File: src/rtl/shared_divider.sv
// Sequential unsigned restoring divider shared on the bike-computer divider bus.
// One quotient bit per clock. busy/ready level handshake driven by a held start_div.
// Optional round-half-up stage enabled by defining SHARED_DIVIDER_ROUND_EN.
module shared_divider #(
    parameter int WIDTH = 16
) (
    input  logic               clk,
    input  logic               rst_n,
    input  logic [2*WIDTH-1:0] dividerbus,
    input  logic               start_div,
    output logic [WIDTH-1:0]   dividerres,
    output logic [WIDTH-1:0]   remainder,
    output logic               busy,
    output logic               ready,
    output logic               div_zero
);

    localparam int CW = $clog2(WIDTH + 1);

    typedef enum logic [1:0] {
        IDLE  = 2'd0,
        RUN   = 2'd1,
`ifdef SHARED_DIVIDER_ROUND_EN
        ROUND = 2'd2,
`endif
        DONE  = 2'd3
    } state_t;

    state_t state, state_next;

    logic [WIDTH-1:0] dividend;
    logic [WIDTH-1:0] divisor;
    logic [WIDTH-1:0] quo_q;      // dividend shifting out, quotient shifting in
    logic [WIDTH-1:0] dvs_q;
    logic [WIDTH-1:0] rem_q;      // partial remainder, always < divisor between steps
    logic [CW-1:0]    count;

    logic [WIDTH:0]   shifted;
    logic             fits;
    logic [WIDTH-1:0] rem_next;
    logic [WIDTH-1:0] quo_next;
    logic             last;

    assign dividend = dividerbus[2*WIDTH-1:WIDTH];
    assign divisor  = dividerbus[WIDTH-1:0];

    // One restoring step: shift remainder/dividend left, subtract divisor when it fits.
    always_comb begin
        shifted  = {rem_q, quo_q[WIDTH-1]};
        // Top bit set means shifted exceeds any WIDTH-bit divisor; the WIDTH-bit
        // difference is still exact because the true result is below the divisor.
        fits     = shifted[WIDTH] | (shifted[WIDTH-1:0] >= dvs_q);
        rem_next = fits ? (shifted[WIDTH-1:0] - dvs_q) : shifted[WIDTH-1:0];
        quo_next = {quo_q[WIDTH-2:0], fits};
        last     = (count == CW'(1));
    end

`ifdef SHARED_DIVIDER_ROUND_EN
    logic round_up;

    // Round half up on the truncated result; divide-by-zero and all-ones are left alone.
    always_comb begin
        round_up = !div_zero
                 && ({remainder, 1'b0} >= {1'b0, dvs_q})
                 && (dividerres != '1);
    end
`endif

    // State register.
    always_ff @(posedge clk) begin
        if (!rst_n) state <= IDLE;
        else        state <= state_next;
    end

    // Next-state and handshake outputs decoded from the current state.
    always_comb begin
        state_next = state;
        busy       = 1'b0;
        ready      = 1'b0;
        case (state)
            IDLE: begin
                if (start_div) state_next = RUN;
            end
            RUN: begin
                busy = 1'b1;
                if (last) begin
`ifdef SHARED_DIVIDER_ROUND_EN
                    state_next = ROUND;
`else
                    state_next = DONE;
`endif
                end
            end
`ifdef SHARED_DIVIDER_ROUND_EN
            ROUND: begin
                busy       = 1'b1;
                state_next = DONE;
            end
`endif
            DONE: begin
                ready = 1'b1;
                if (!start_div) state_next = IDLE;
            end
            default: state_next = IDLE;
        endcase
    end

    // Operand capture, iteration and result registers.
    always_ff @(posedge clk) begin
        if (!rst_n) begin
            quo_q      <= '0;
            dvs_q      <= '0;
            rem_q      <= '0;
            count      <= '0;
            dividerres <= '0;
            remainder  <= '0;
            div_zero   <= 1'b0;
        end else begin
            case (state)
                IDLE: begin
                    if (start_div) begin
                        quo_q    <= dividend;
                        dvs_q    <= divisor;
                        rem_q    <= '0;
                        count    <= CW'(WIDTH);
                        div_zero <= (divisor == '0);
                    end
                end
                RUN: begin
                    quo_q <= quo_next;
                    rem_q <= rem_next;
                    count <= count - CW'(1);
                    if (last) begin
                        dividerres <= quo_next;
                        remainder  <= rem_next;
                    end
                end
`ifdef SHARED_DIVIDER_ROUND_EN
                ROUND: begin
                    if (round_up) dividerres <= dividerres + WIDTH'(1);
                end
`endif
                default: ;
            endcase
        end
    end

endmodule

File: config.mk
export PLATFORM = sky130hd
export DESIGN_NAME = shared_divider
export DESIGN_NICKNAME = d
export VERILOG_FILES = /design/src/rtl/shared_divider.sv
export SDC_FILE = /design/constraint.sdc
export NUM_CORES = 1
export LEC_CHECK = 0
export ABC_AREA = 1
export ABC_CLOCK_PERIOD_IN_PS = 3790
export CELL_PAD_IN_SITES_DETAIL_PLACEMENT = 1
export CELL_PAD_IN_SITES_GLOBAL_PLACEMENT = 2
export CORE_MARGIN = 3
export CORE_UTILIZATION = 33
export CTS_CLUSTER_SIZE = 28
export DETAILED_ROUTE_END_ITERATION = 16
export PLACE_DENSITY_LB_ADDON = 0.1
export SLEW_MARGIN = 10
export SYNTH_ARGS = -nofsm -noshare
export SYNTH_HDL_FRONTEND = slang
export SYNTH_SLANG_ARGS = --single-unit
File: constraint.sdc
create_clock -name clk -period 3.79 [get_ports clk]
set_input_delay 0.758 -clock clk [delete_from_list [all_inputs] [get_ports clk]]
set_output_delay 0.758 -clock clk [all_outputs]
set_load 0.02 [all_outputs]
==> results of run 1 <==
critical path, stage by stage, from the launching register on:
cell and delay, ps:
sky130_fd_sc_hd__dfxtp_1 380, sky130_fd_sc_hd__inv_2 90, sky130_fd_sc_hd__nor2_8 450, sky130_fd_sc_hd__clkdlybuf4s50_1 730
how the worst max path moves through the flow:
stage / start / cells after the start / endpoint / slack [ps]
floorplan: quo_q[15] / 16 / remainder[10] / 1780
global placement: start_div / 7 / rem_q[15] / 1340
detailed placement: start_div / 7 / rem_q[10] / 1270
CTS: state[0] / 3 / busy / 990
global route: state[0] / 3 / busy / 920
finish: state[0] / 3 / busy / 1030
layout by cell type (no fill, tap or decap), types with 2 or more instances in the layout:
master / netlist / routed
sky130_fd_sc_hd__nand2_1: 148 / 148
sky130_fd_sc_hd__inv_1: 100 / 100
sky130_fd_sc_hd__dfxtp_1: 88 / 88
sky130_fd_sc_hd__clkdlybuf4s50_1: 0 / 69
sky130_fd_sc_hd__a21oi_1: 66 / 66
sky130_fd_sc_hd__nor2_1: 54 / 54
sky130_fd_sc_hd__o21ai_0: 37 / 37
sky130_fd_sc_hd__nand2_2: 25 / 25
sky130_fd_sc_hd__nand3_1: 23 / 23
sky130_fd_sc_hd__ha_1: 18 / 18
sky130_fd_sc_hd__a22oi_1: 16 / 16
sky130_fd_sc_hd__o21ai_1: 9 / 9
sky130_fd_sc_hd__clkbuf_16: 0 / 9
sky130_fd_sc_hd__a21oi_2: 7 / 7
sky130_fd_sc_hd__nor3_1: 6 / 6
sky130_fd_sc_hd__buf_4: 1 / 6
sky130_fd_sc_hd__inv_2: 5 / 5
sky130_fd_sc_hd__nand3_2: 5 / 5
sky130_fd_sc_hd__xor2_1: 4 / 4
sky130_fd_sc_hd__nor4_1: 4 / 4
sky130_fd_sc_hd__inv_6: 1 / 3
sky130_fd_sc_hd__nand4_1: 3 / 3
sky130_fd_sc_hd__o21bai_1: 2 / 2
sky130_fd_sc_hd__nand2_4: 2 / 2
sky130_fd_sc_hd__xnor2_1: 2 / 2
sky130_fd_sc_hd__o211ai_1: 2 / 2
sky130_fd_sc_hd__o21ai_2: 2 / 2
area by class of cell:
| class | instances | area [um^2] |
|---|---|---|
| Fill cell | 1771 | 8140 |
| Multi-Input combinational cell | 448 | 2380 |
| Sequential cell | 88 | 1760 |
| Timing Repair Buffer | 75 | 736 |
| Inverter | 107 | 407 |
| Clock buffer | 11 | 243 |
| Tap cell | 180 | 225 |
| Clock inverter | 5 | 38.8 |
Yosys cell counts, types with 2 or more instances:
| cell type | number |
|---|---|
| sky130_fd_sc_hd__nand4_1 | 3 |
| sky130_fd_sc_hd__o21bai_1 | 2 |
| sky130_fd_sc_hd__ha_1 | 18 |
| sky130_fd_sc_hd__o211ai_1 | 2 |
| sky130_fd_sc_hd__nor3_1 | 6 |
| sky130_fd_sc_hd__dfxtp_1 | 88 |
| sky130_fd_sc_hd__nand2_2 | 25 |
| sky130_fd_sc_hd__nand2_4 | 2 |
| sky130_fd_sc_hd__nor2_1 | 54 |
| sky130_fd_sc_hd__nand3_2 | 5 |
| sky130_fd_sc_hd__o21ai_2 | 2 |
| sky130_fd_sc_hd__a21oi_1 | 66 |
| sky130_fd_sc_hd__a21oi_2 | 7 |
| sky130_fd_sc_hd__xor2_1 | 4 |
| sky130_fd_sc_hd__clkbuf_1 | 14 |
| sky130_fd_sc_hd__o21ai_1 | 9 |
| sky130_fd_sc_hd__a22oi_1 | 16 |
| sky130_fd_sc_hd__buf_2 | 8 |
| sky130_fd_sc_hd__o21ai_0 | 37 |
| sky130_fd_sc_hd__buf_6 | 2 |
| sky130_fd_sc_hd__nand3_1 | 23 |
| sky130_fd_sc_hd__nand2_1 | 148 |
| sky130_fd_sc_hd__nor4_1 | 4 |
| sky130_fd_sc_hd__xnor2_1 | 2 |
| sky130_fd_sc_hd__inv_1 | 100 |
| sky130_fd_sc_hd__inv_2 | 5 |
metal layers:
metal	GRT usage	vias up	routed length (um)
met4	0.0427	0	96
met1	0.233	2039	6700
li1	-	2251	-
met3	0.0299	8	345
met2	0.301	49	6500
met5	0	-	0
metrics by stage:
step            util  std cells
4_1_cts        0.416        914
2_1_floorplan      -        671
6_report       0.416        914
5_1_grt        0.416        914
3_5_place_dp   0.395        898
3_3_place_gp   0.395        898
power by group through the flow:
stage               Clock [mW]  Sequential [mW]  Combinational, mW
floorplan                    0             1.11               1.57
global placement             0             1.13               1.88
detailed placement           0             1.13               1.92
CTS                      0.899             1.11               1.93
global route             0.942             1.12               2.17
finish                   0.870             1.11               1.90
cells by family (layout without fill, tap and decap cells):
kind of cell / Yosys count / count (layout) / share of synthesized area
flip-flops: 88 / 88 / 0.374
XOR/XNOR: 6 / 6 / 0.0112
AO/OA/AOI/OAI: 145 / 145 / 0.176
buffers and inverters: 135 / 198 / 0.121
AND/OR/NAND/NOR: 278 / 278 / 0.266
adder cells (fa/ha/maj): 19 / 19 / 0.0521
flip-flops by register name (all words and copies together) (netlist names):
signal      cells
quo_q          16
remainder      16
dvs_q          16
count           5
state           2
div_zero        1
dividerres     16
rem_q          16
==> results.rst, run 1 <==
.. list-table::
   :header-rows: 1

   * - Metric
     - Value
   * - Count of flip-flops with a built-in enable after synthesis
     - 0
   * - R2R setup slack
     - 1480 ps
   * - Largest area contributor in the netlist
     - sky130_fd_sc_hd__dfxtp_1
   * - Minimum hold slack
     - 463 ps
   * - CTS Hold Bufs
     - 0
   * - Register clock-pin slew on the reported worst setup and hold paths
     - 70 ps
   * - P_sw
     - 1.75 mW
   * - Final period util
     - 0.729
   * - Die W
     - 125 um
   * - Class of the most critical hold timing path
     - flop to flop
   * - Post-synth design cell area
     - 0.00471 mm^2
   * - TritonCTS Sinks
     - 88
   * - Startpoint type of the worst setup path
     - flop
   * - Largest fanout of any net on the critical path
     - 37
   * - Share of the yosys chip area belonging to registers
     - 0.374
   * - Setup repair after global routing missed its margin
     - false
   * - Placement Setup Slack
     - 1270 ps
   * - Sequential Power Share
     - 0.285
   * - Crit Path Category
     - flop to primary output
   * - Die ar.
     - 0.0157 mm^2
   * - PortBufs
     - 69
   * - Layout net count
     - 783
   * - Skew-Pair Late Insertion Delay
     - 340 ps
   * - Vertical die dimension
     - 125 um
   * - Drt pass-1 iters
     - 4
   * - Number of cells on the worst reg-to-reg path
     - 15
   * - Start point of the worst hold path
     - dvs_q[14]
   * - Placeable core region
     - 0.0139 mm^2
   * - Resize count post-CTS
     - 0
   * - Clock Root Buffer
     - sky130_fd_sc_hd__clkbuf_16
   * - DRC violation count after routing
     - 0
   * - Last weighted congestion value of the routability-driven placer
     - 0.865
   * - Total Power Consumption
     - 3.87 mW
   * - Leakage power total
     - 2.56 nW
   * - Transition at the pin with the smallest max-transition slack
     - 736 ps
   * - Final hold viol count
     - 0
   * - Maxcap violations
     - 0
   * - Drt first-iter violations
     - 165
   * - Mean routed wirelength per cell
     - 14.9 um
   * - Routed wire length
     - 13.6 mm
   * - Area growth from synthesis to layout
     - 23.0%
   * - Global-route wire length before repair
     - 22.8 mm
   * - Pwr per Cell Area
     - 669 mW/mm^2
   * - Worst VDD drop
     - 0.280 mV
   * - Mean cell area of the mapped netlist
     - 7.02 um^2
   * - Max Freq
     - 362 MHz
   * - Final min period
     - 2760 ps
   * - Final Max Tran Viols
     - 0
   * - Clock network fraction of design power
     - 0.225
   * - Endpoint of the most critical register-to-register path
     - remainder[15]
   * - Status
     - complete, no violations
   * - Detailed-route via count
     - 4347
   * - Gr ovfl total
     - 0
   * - Final worst clock skew
     - 7.02 ps
   * - Via count of the first global-routing pass
     - 4587
   * - Post-CTS setup-driven buffer insertion count
     - 0
   * - Global routing usage summed across all routing layers
     - 0.177
   * - CP required
     - 3030 ps
   * - CP Data Arrival Time
     - 2000 ps
   * - Row Count
     - 43
   * - Cell count after synthesis
     - 671
   * - Worst Hold Endpoint
     - dvs_q[14]
   * - CTS tree
     - yes
   * - Count of antenna-violating nets left after detailed routing
     - 0
   * - Cell area after placement
     - 0.00551 mm^2
   * - CTS H-tree depth
     - 3
   * - Share of synthesized registers carrying an async set or reset
     - 0
   * - Total of flip-flops plus latches after synthesis
     - 88
   * - Setup total negative slack
     - 0 ps
   * - Yosys warning total
     - 0
   * - Maximum number of pins on one net before global-route repair
     - 53
   * - Sw Share
     - 0.452
   * - Dominant cells by area after synthesis
     - sky130_fd_sc_hd__dfxtp_1, sky130_fd_sc_hd__nand2_1, sky130_fd_sc_hd__inv_1, sky130_fd_sc_hd__a21oi_1, sky130_fd_sc_hd__ha_1
   * - Detailed-placement wirelength estimate
     - 10.2 mm
   * - Max transition margin
     - 0.505
   * - Hold Path Depth
     - 2
   * - Buffers from clock root to sink, at most
     - 2
   * - Worst R2R Start
     - quo_q[15]
   * - Setup-failing EPs final
     - 0
   * - Syn nets
     - 725
   * - Post-layout worst setup margin
     - 1030 ps
   * - Initial standard-cell utilization of the core
     - 0.338
   * - Part of the total power dissipated in combinational logic
     - 0.490
   * - Ant. Diodes
     - 0
   * - Non-Filler Cell Area, Final
     - 0.00579 mm^2
   * - Kind of capture point of the worst setup path
     - primary output
   * - Fraction of final layout cells sized beyond drive strength 1
     - 0.102
   * - Distinct cells, synth
     - 45
   * - Share of the synthesized area in the top cell type
     - 0.374
   * - Routed via count divided by cell count
     - 4.76
   * - Antenna violations before repair
     - 0
   * - Most frequently used flop master after synthesis
     - sky130_fd_sc_hd__dfxtp_1
   * - Clock buffer count from CTS
     - 9
   * - Internal power of the cells
     - 2.12 mW
   * - I/O pins
     - 70
(Power assumes the default switching activity.)
==> inputs of run 2 (changes only) <==
--- a/config.mk
+++ b/config.mk
@@ -6,11 +6,11 @@
 export NUM_CORES = 1
 export LEC_CHECK = 0
 export ABC_AREA = 1
-export ABC_CLOCK_PERIOD_IN_PS = 3790
+export ABC_CLOCK_PERIOD_IN_PS = 2600
 export CELL_PAD_IN_SITES_DETAIL_PLACEMENT = 1
 export CELL_PAD_IN_SITES_GLOBAL_PLACEMENT = 2
 export CORE_MARGIN = 3
-export CORE_UTILIZATION = 33
+export CORE_UTILIZATION = 30
 export CTS_CLUSTER_SIZE = 28
 export DETAILED_ROUTE_END_ITERATION = 16
 export PLACE_DENSITY_LB_ADDON = 0.1
==> constraint.sdc (replaced) <==
create_clock -name clk -period 2.6 [get_ports clk]
set_input_delay 0.52 -clock clk [delete_from_list [all_inputs] [get_ports clk]]
set_output_delay 0.52 -clock clk [all_outputs]
set_load 0.02 [all_outputs]
==> run 2 against run 1 <==
Clock power rose by 59%. First-iteration DRC count down 12%. Critical path depth is 12 higher. Combinational power increased by 45%. Largest cell class unchanged. Wire length increased by 2.9%.
==> results.rst, run 2 (synthesis gave the netlist of run 1 again) <==
.. list-table::
   :header-rows: 1

   * - Metric
     - Value
   * - Antenna violations before repair
     - 0
   * - Layout net count
     - 788
   * - Die W
     - 131 um
   * - CTS tree
     - yes
   * - Gr ovfl total
     - 0
   * - Final min period
     - 2310 ps
   * - Class of the most critical hold timing path
     - flop to flop
   * - Pwr per Cell Area
     - 972 mW/mm^2
   * - Buffers from clock root to sink, at most
     - 2
   * - Die ar.
     - 0.0172 mm^2
   * - Via count of the first global-routing pass
     - 4609
   * - Placeable core region
     - 0.0153 mm^2
   * - PortBufs
     - 69
   * - Cell area after placement
     - 0.00560 mm^2
   * - Last weighted congestion value of the routability-driven placer
     - 0.775
   * - Routed via count divided by cell count
     - 4.64
   * - Drt pass-1 iters
     - 4
   * - I/O pins
     - 70
   * - Count of antenna-violating nets left after detailed routing
     - 0
   * - Maxcap violations
     - 0
   * - Worst R2R Start
     - quo_q[15]
   * - Crit Path Category
     - flop to flop
   * - Initial standard-cell utilization of the core
     - 0.309
   * - Non-Filler Cell Area, Final
     - 0.00591 mm^2
   * - Transition at the pin with the smallest max-transition slack
     - 585 ps
   * - R2R setup slack
     - 290 ps
   * - CP required
     - 2840 ps
   * - Vertical die dimension
     - 131 um
   * - Leakage power total
     - 2.60 nW
   * - Max Freq
     - 433 MHz
   * - Routed wire length
     - 14.0 mm
   * - Mean routed wirelength per cell
     - 14.8 um
   * - Clock buffer count from CTS
     - 9
   * - Kind of capture point of the worst setup path
     - flop
   * - Startpoint type of the worst setup path
     - flop
   * - Setup repair after global routing missed its margin
     - false
   * - Start point of the worst hold path
     - quo_q[13]
   * - Fraction of final layout cells sized beyond drive strength 1
     - 0.110
   * - Worst Hold Endpoint
     - dividerres[14]
   * - Ant. Diodes
     - 0
   * - CTS Hold Bufs
     - 0
   * - Drt first-iter violations
     - 146
   * - Clock Root Buffer
     - sky130_fd_sc_hd__clkbuf_16
   * - Hold Path Depth
     - 2
   * - Final hold viol count
     - 0
   * - Post-CTS setup-driven buffer insertion count
     - 0
   * - Placement Setup Slack
     - 268 ps
   * - Maximum number of pins on one net before global-route repair
     - 35
   * - Area growth from synthesis to layout
     - 25.5%
   * - CP Data Arrival Time
     - 2550 ps
   * - Setup total negative slack
     - 0 ps
   * - Resize count post-CTS
     - 0
   * - Setup-failing EPs final
     - 0
   * - Skew-Pair Late Insertion Delay
     - 350 ps
   * - DRC violation count after routing
     - 0
   * - Endpoint of the most critical register-to-register path
     - remainder[15]
   * - Max transition margin
     - 0.606
   * - Register clock-pin slew on the reported worst setup and hold paths
     - 70 ps
   * - CTS H-tree depth
     - 3
   * - TritonCTS Sinks
     - 88
   * - Detailed-placement wirelength estimate
     - 10.8 mm
   * - Final Max Tran Viols
     - 0
   * - Largest fanout of any net on the critical path
     - 22
   * - Number of cells on the worst reg-to-reg path
     - 15
   * - Global routing usage summed across all routing layers
     - 0.166
   * - Status
     - complete, no violations
   * - Global-route wire length before repair
     - 23.1 mm
   * - Final worst clock skew
     - 7.11 ps
   * - Leading cell types in the layout, fill and taps excluded
     - sky130_fd_sc_hd__nand2_1, sky130_fd_sc_hd__inv_1, sky130_fd_sc_hd__dfxtp_1
   * - Worst VDD drop
     - 0.379 mV
   * - Post-layout worst setup margin
     - 288 ps
   * - Row Count
     - 45
   * - Final period util
     - 0.889
   * - Detailed-route via count
     - 4407
   * - Most common library cell in the layout ignoring fill and taps
     - sky130_fd_sc_hd__nand2_1
## run 2: cell count changes in the layout (fill, tap and decap cells not counted)
cell	previous run	this run
sky130_fd_sc_hd__buf_4	6	10
sky130_fd_sc_hd__inv_8	0	2
sky130_fd_sc_hd__buf_12	0	1
sky130_fd_sc_hd__bufinv_16	0	1
sky130_fd_sc_hd__clkbuf_1	1	0
sky130_fd_sc_hd__clkbuf_8	1	0
sky130_fd_sc_hd__clkinv_2	1	0
sky130_fd_sc_hd__clkinv_4	1	0
sky130_fd_sc_hd__clkinvlp_4	1	2
## run 2: layout make-up
| cell class | count | area, um^2 |
|---|---|---|
| fillers | 1895 | 9350 |
| multi-input cells | 448 | 2380 |
| inverters | 107 | 407 |
| well taps | 211 | 264 |
| flip-flops and latches | 88 | 1760 |
| clock inverters | 7 | 85.1 |
| clock buffers | 9 | 225 |
| repair buffers | 80 | 786 |
## run 2: worst max path at each step
stage,from,endpoint,depth (start not counted)
final,quo_q[15],remainder[15],15
after detailed placement,quo_q[15],remainder[15],15
after global placement,quo_q[15],remainder[15],15
after CTS,quo_q[15],remainder[15],15
after global routing,quo_q[15],remainder[15],15
after floorplan,quo_q[15],remainder[10],16
## run 2: critical path, stage by stage, from the launching register on
cell	delay, ps
sky130_fd_sc_hd__dfxtp_1	330
sky130_fd_sc_hd__inv_1	60
sky130_fd_sc_hd__ha_1	240
sky130_fd_sc_hd__fa_1	360
sky130_fd_sc_hd__inv_1	70
sky130_fd_sc_hd__nand2_1	80
sky130_fd_sc_hd__nand2_1	120
sky130_fd_sc_hd__nand3_2	90
sky130_fd_sc_hd__nand3_2	80
sky130_fd_sc_hd__nand2_2	60
sky130_fd_sc_hd__nand2_4	240
sky130_fd_sc_hd__inv_6	130
sky130_fd_sc_hd__nand2_1	80
sky130_fd_sc_hd__nand2_1	60
sky130_fd_sc_hd__o21ai_0	140
sky130_fd_sc_hd__inv_1	50
## run 2: metal layers
| layer | global-route usage | routed length, um | vias to the layer above |
|---|---|---|---|
| li1 | - | - | 2271 |
| met1 | 0.206 | 6630 | 2071 |
| met2 | 0.291 | 6850 | 52 |
| met3 | 0.0314 | 352 | 13 |
| met4 | 0.0508 | 200 | 0 |
| met5 | 0 | 0 | - |
## run 2: power by group
group          internal (mW)  switching, mW  total (mW)  leakage (nW)
Clock                  0.766          0.614        1.38         0.146
Combinational          0.930           1.82        2.75          1.73
Sequential              1.49          0.125        1.61         0.718
## run 2: through the flow
step                instances  total power [mW]  hold WS, ps   util
CTS                       950              5.85          465  0.387
detailed placement        934              4.43          452  0.367
global route              950              6.26          489  0.387
finish                    950              5.74          460  0.387
global placement          934              4.39          453  0.367
floorplan                 671              3.91          435      -
